## config.mk

```make
export PLATFORM = sky130hd
export DESIGN_NAME = bit_debouncer
export DESIGN_NICKNAME = d
export VERILOG_FILES = /design/src/rtl/debounce_pkg.sv /design/src/rtl/bit_debouncer_edge_counter.sv /design/src/rtl/bit_debouncer.sv
export SDC_FILE = /design/constraint.sdc
export NUM_CORES = 1
export LEC_CHECK = 0
export BUFFER_PORTS_ARGS = -buffer_cell sky130_fd_sc_hd__buf_4
export CAP_MARGIN = 20
export CORE_AREA = 2 2 39 41
export DETAILED_ROUTE_END_ITERATION = 8
export DIE_AREA = 0 0 41 43
export REMOVE_ABC_BUFFERS = 1
export SLEW_MARGIN = 10
export SYNTH_ARGS = -nofsm -noshare
export SYNTH_HDL_FRONTEND = slang
export SYNTH_SLANG_ARGS = --single-unit
```

## constraint.sdc

```tcl
create_clock -name clk -period 1.8 [get_ports clk]
set_input_delay 0.36 -clock clk [delete_from_list [all_inputs] [get_ports clk]]
set_output_delay 0.36 -clock clk [all_outputs]
set_load 0.02 [all_outputs]
```

## src/rtl/debounce_pkg.sv

```systemverilog
// Shared types and defaults for the bit debouncer and its edge counter.
package debounce_pkg;

    typedef enum logic [1:0] {
        ST_LOW    = 2'd0,
        PEND_HIGH = 2'd1,
        ST_HIGH   = 2'd2,
        PEND_LOW  = 2'd3
    } state_t;

    localparam int DEFAULT_STABLE_CYCLES = 4;
    localparam int DEFAULT_CNT_W         = 8;

    // Width of a counter that must reach n-1; never below one bit.
    function automatic int stab_width(input int n);
        return ($clog2(n) < 1) ? 1 : $clog2(n);
    endfunction

endpackage

```

## src/rtl/bit_debouncer_edge_counter.sv

```systemverilog
// Free-running wrap-around counter of debounced edges.
module edge_counter
    import debounce_pkg::*;
#(
    parameter int CNT_W = DEFAULT_CNT_W
) (
    input  logic             clk,
    input  logic             rst,
    input  logic             inc,
    output logic [CNT_W-1:0] cnt
);

    always_ff @(posedge clk or posedge rst) begin
        if (rst)
            cnt <= '0;
        else if (inc)
            cnt <= cnt + 1'b1;
    end

endmodule

```

## src/rtl/bit_debouncer.sv

```systemverilog
// Four-state debouncer with registered level, edge pulses and optional edge
// counter built only when BIT_DEBOUNCER_EDGE_COUNT_EN is defined.
module bit_debouncer
    import debounce_pkg::*;
#(
    parameter int STABLE_CYCLES = DEFAULT_STABLE_CYCLES,
    parameter int CNT_W         = DEFAULT_CNT_W
) (
    input  logic             clk,
    input  logic             rst,
    input  logic             d,
    output logic             q,
    output logic             rise_pulse,
    output logic             fall_pulse,
    output logic [CNT_W-1:0] edge_cnt
);

    localparam int             SW        = stab_width(STABLE_CYCLES);
    localparam logic [SW-1:0]  STAB_LAST = SW'(STABLE_CYCLES - 1);

    state_t        state;
    logic [SW-1:0] stab_cnt;

    // stab_cnt counts samples that disagree with q; the first one is taken in the ST_* state.
    always_ff @(posedge clk or posedge rst) begin
        if (rst) begin
            state      <= ST_LOW;
            stab_cnt   <= '0;
            q          <= 1'b0;
            rise_pulse <= 1'b0;
            fall_pulse <= 1'b0;
        end else begin
            rise_pulse <= 1'b0;
            fall_pulse <= 1'b0;
            case (state)
                ST_LOW: begin
                    if (d) begin
                        state    <= PEND_HIGH;
                        stab_cnt <= SW'(1);
                    end else begin
                        stab_cnt <= '0;
                    end
                end
                PEND_HIGH: begin
                    if (!d) begin
                        state    <= ST_LOW;
                        stab_cnt <= '0;
                    end else if (stab_cnt == STAB_LAST) begin
                        state      <= ST_HIGH;
                        stab_cnt   <= '0;
                        q          <= 1'b1;
                        rise_pulse <= 1'b1;
                    end else begin
                        stab_cnt <= stab_cnt + 1'b1;
                    end
                end
                ST_HIGH: begin
                    if (!d) begin
                        state    <= PEND_LOW;
                        stab_cnt <= SW'(1);
                    end else begin
                        stab_cnt <= '0;
                    end
                end
                PEND_LOW: begin
                    if (d) begin
                        state    <= ST_HIGH;
                        stab_cnt <= '0;
                    end else if (stab_cnt == STAB_LAST) begin
                        state      <= ST_LOW;
                        stab_cnt   <= '0;
                        q          <= 1'b0;
                        fall_pulse <= 1'b1;
                    end else begin
                        stab_cnt <= stab_cnt + 1'b1;
                    end
                end
                default: begin
                    state    <= ST_LOW;
                    stab_cnt <= '0;
                    q        <= 1'b0;
                end
            endcase
        end
    end

`ifdef BIT_DEBOUNCER_EDGE_COUNT_EN
    logic edge_inc;
    assign edge_inc = rise_pulse | fall_pulse;

    edge_counter #(
        .CNT_W (CNT_W)
    ) u_edge_counter (
        .clk (clk),
        .rst (rst),
        .inc (edge_inc),
        .cnt (edge_cnt)
    );
`else
    assign edge_cnt = '0;
`endif

endmodule

```

== Word-level counts from Yosys, hierarchy flattened ==
Index checks and enable logic that the tools add are counted.
W data, S select, Z words.
Word-level totals
  memories kept: 0
  bits of input ports: 3
  bits in latches: 0
  ROM bits: 0
  output and inout port bits: 11
  RAM bits: 0
  word-level logic and storage cells: 45
  register bits: 7
Cells by class
  multipliers: 0
  divide/modulo/power cells: 0
  equality and inequality tests: 12
  bitwise logic cells: 0
  magnitude comparators: 0
  shifts and indexed selects: 0
  muxes and demuxes: 23
  add/subtract/negate cells: 1
  reduce and logical (&&, ||, !) cells: 4
Operator list (count)
  $mux W2: 9
  $pmux W2 S4: 2
  $ne A2 B2 Y1 const B: 6
  $mux W1: 11
  $eq A2 B2 Y1 const B: 3
  $ne A3 B3 Y1 const B: 2
  $reduce_and A5 Y1: 1
  $reduce_and A4 Y1: 1
  $add A2 B1 Y2 const B: 1
  $eq A2 B1 Y1 const B: 1
  $logic_not A2 Y1: 1
  $pmux W1 S2: 1
  $reduce_bool A2 Y1: 1

== Depth between registers and ports, before layout ==
  depth in word-level cells: 4
  gate-level depth with buffers: 4
  gate-level depth less buffers: 4

== Worst setup path after synthesis ==
No wires, ideal clock.
  kind: flip-flop to flip-flop
  start: register stab_cnt[0]
  end: register q
  path slack: 0.815 ns
  required time: 1.671 ns
  arrival time: 0.855 ns
  period minus slack after synthesis: 0.985 ns
  path buffers: 0
  library setup time: 0.129 ns
  cell stages (with the launch flop): 5
  cells stage by stage: dfrtp_1 ha_1 nand2_1 o31ai_1 o21ai_1
On the way
  longest elaborated chain between the ends: 3
  elaborated cells on any way between the ends: 4
  those cells by class: 3 x eq/ne; 1 x reduce/logical
Ends and longest elaborated chain
  start, declared: line bit_debouncer.sv:22  | logic [SW-1:0] stab_cnt;
  start signal, assigned: line bit_debouncer.sv:54  | stab_cnt <= stab_cnt + 1'b1;
  start signal, assigned: line bit_debouncer.sv:75  | stab_cnt <= stab_cnt + 1'b1;
  $eq A2 B2 Y1 (*): line bit_debouncer.sv:48, bit_debouncer.sv:69
  $ne A2 B2 Y1 (no line)
  $reduce_and A5 Y1 (no line) (*)
  end signal, assigned: line bit_debouncer.sv:51  | q <= 1'b1;
  end signal, assigned: line bit_debouncer.sv:72  | q <= 1'b0;
  end signal, assigned: line bit_debouncer.sv:81  | q <= 1'b0;
  end, declared: line bit_debouncer.sv:12  | output logic q,
Every way passes the cells marked *; elsewhere a longest branch is shown, timed or not.
A chain may end at the register's enable or synchronous reset.

== Worst setup path in the final report ==
  start: register q
  end: output q
RTL lines
  start signal, assigned: line bit_debouncer.sv:29  | q <= 1'b0;
  start signal, assigned: line bit_debouncer.sv:51
  start signal, assigned: line bit_debouncer.sv:72
No word-level cell between the ends.

==> flow_metrics.tcl <==
set metrics [dict create \
    drt_iter0_markers 10 \
    postCtsSetupBuffers 0 \
    ys_seq_elements 7 \
    antennaDiodeCount 0 \
    grt_max_degree 8 \
    drv_slew 0 \
    die_w_um 41 \
    synthTopCellsByArea "dfrtp_1 53%, buf_4 18%, nand2_1 4.6%, ha_1 3.8%, nor2_1 3.4%" \
    grt_util_all_layers_pct 6.18 \
    dieArea_sq_mm 0.00176 \
    hold_viol 0 \
    reg2reg_depth 4 \
    maxCapViolations 0 \
    synth_most_common_cell "buf_4" \
    max_stage_delay_ns 0.38 \
    synthArstFlopShare_pct 100 \
    seq_area_frac_synth_pct 53.2 \
    io_buffers 5 \
    yosysUniqueCellTypes 15 \
    internal_power_uw 364 \
    peakVddDrop_mv 0.490 \
    r2r_slack_ns 0.73 \
    cts_tree "built" \
    synth_common_cells "8 x buf_4, 7 x dfrtp_1, 4 x nand2_1, 3 x nor2_1" \
    antenna_found_initial 0 \
    p_sw_uw 202 \
    ios 14 \
    comb_power_share_pct 28.6 \
    critPathMaxFanout 2 \
    yosysTopAreaCellShare_pct 53.2 \
    vias 214 \
    pwr-share-seq_pct 46.3 \
    insertion_delay_ns 0.25 \
    crit_end "q" \
    post_cts_resize_count 0 \
    setup_tns_ns 0 \
    rsz0062_at_grt "false" \
    p_sw_share_pct 35.7 \
    numCtsBuffers 3 \
    grt_pass1_wl_um 669 \
    crit_buf_inv 1 \
    path_depth 1 \
    powerDensity_mw_per_mm2 1490 \
    hold_path_class "input port to asynchronous set/reset pin" \
    slowest_stage "dfrtp_1" \
    dp_hpwl_um 357 \
    cts.path.max_buffers 2 \
    finClkSkew_ns 0.00570 \
    syn_inst 33 \
    yosys.area.top_type "dfrtp_1" \
    fin_nets 46 \
    wire_per_inst_um 7.84 \
    period_minus_slack_ns 1.16 \
    placed_area_sq_um 353 \
    die_h_um 43 \
    cp_cell_sequence "buf_4" \
    pwr-share-clk_pct 25.1 \
    setup_viol 0 \
    area_growth_pct 15.6 \
    path_class "flop to primary output" \
    crit_family "flip-flops" \
    cp-end-kind "primary output" \
    startpoint_type "flop" \
    drive_above_1_share_pct 24.4 \
    final_area_sq_um 380 \
    grt_pass1_vias 184 \
    synth_edf_count 0 \
    critPathRequiredTime_ns 1.44 \
    fmax_ghz 0.864 \
    postCtsHoldBufs 0 \
    timing.rr.start "stab_cnt[0]" \
    root_buffer "clkbuf_4" \
    antenna_left 0 \
    total_leakage_power_uw 0.000204 \
    outcome "finished clean" \
    synth_warnings 0 \
    grt_overflow 0 \
    r2r-end "q" \
    rows 14 \
    drt_wl_total_um 447 \
    synth.avg_cell_area_sq_um 9.97 \
    crit_path_start "q" \
    routabilityCongestion 0.775 \
    h-tree-depth 1 \
    drtPass1Iterations 4 \
    start_util_pct 23.8 \
    clk_pin_slew_ns 0.06 \
    ys.flop_type "dfrtp_1" \
    drcViolationCount 0 \
    core-area_sq_mm 0.00138 \
    period_share_pct 64.3 \
    vias_per_cell 3.75 \
    synth_area_sq_um 329 \
    cts.sinks 7 \
    worstPathArrival_ns 0.80 \
]
worst min-delay path by stage:
stage / endpoint / slack [ns] / cells past startpoint
2_1_floorplan: asynchronous set/reset pin / 0.16 / 1
3_3_place_gp: rise_pulse / 0.31 / 2
3_5_place_dp: fall_pulse / 0.31 / 2
4_1_cts: fall_pulse / 0.04 / 2
5_1_grt: rise_pulse / 0.06 / 2
6_report: rise_pulse / 0.03 / 2
per-stage QoR:
step / setup WS, ns / total power (uW) / cells / hold WS (ns) / util, %
2_1_floorplan: 0.815 / 379 / 32 / 0.163 / -
3_3_place_gp: 0.760 / 422 / 53 / 0.308 / 25.5
3_5_place_dp: 0.732 / 427 / 53 / 0.314 / 25.5
4_1_cts: 0.628 / 574 / 57 / 0.0382 / 27.5
5_1_grt: 0.617 / 614 / 57 / 0.0576 / 27.5
6_report: 0.642 / 566 / 57 / 0.0335 / 27.5
cells by family (layout without fill, tap and decap cells):
group / after synthesis / count (layout) / synth area share (%)
buffers and inverters: 10 / 11 / 20.5
AOI/OAI and AO/OA: 4 / 4 / 7.60
adders and majority gates: 1 / 1 / 3.80
DFF: 7 / 7 / 53.2
xor gates and xnor gates: 1 / 1 / 2.66
and+or+nand+nor: 9 / 9 / 11.0
other: 1 / 8 / 1.14
layout by cell type (no fill, tap or decap), drive strengths merged:
cell type,instances
conb,8
dfrtp,7
buf,5
nand2,4
nor2,3
clkbuf,3
inv,2
nand3,1
xnor2,1
a21oi,1
o21a,1
nor3,1
o31ai,1
o21ai,1
ha,1
clkinv,1
final cells by class:
type	count	area, sq um
clock inverters	1	5.00
flip-flops and latches	7	175
clock buffers	3	22.5
well taps	16	20.0
repair buffers	5	37.5
fillers	148	1000
inverters	2	7.51
multi-input cells	23	113
per-layer routing:
metal  vias to the layer above  GRT usage, %  routed length (um)
li1                        105             -                   -
met1                        98          7.95                 187
met2                        11          6.88                 211
met3                         0          3.14                  48
met4                         0          6.00                   0
met5                         -             0                   0
power groups by stage:
stage               registers [uW]  clock network [uW]  logic, uW
CTS                            262                 148        164
global route                   268                 157        188
global placement               263                   0        159
finish                         262                 142        162
detailed placement             265                   0        163
floorplan                      272                   0        107
(Power assumes the default switching activity.)
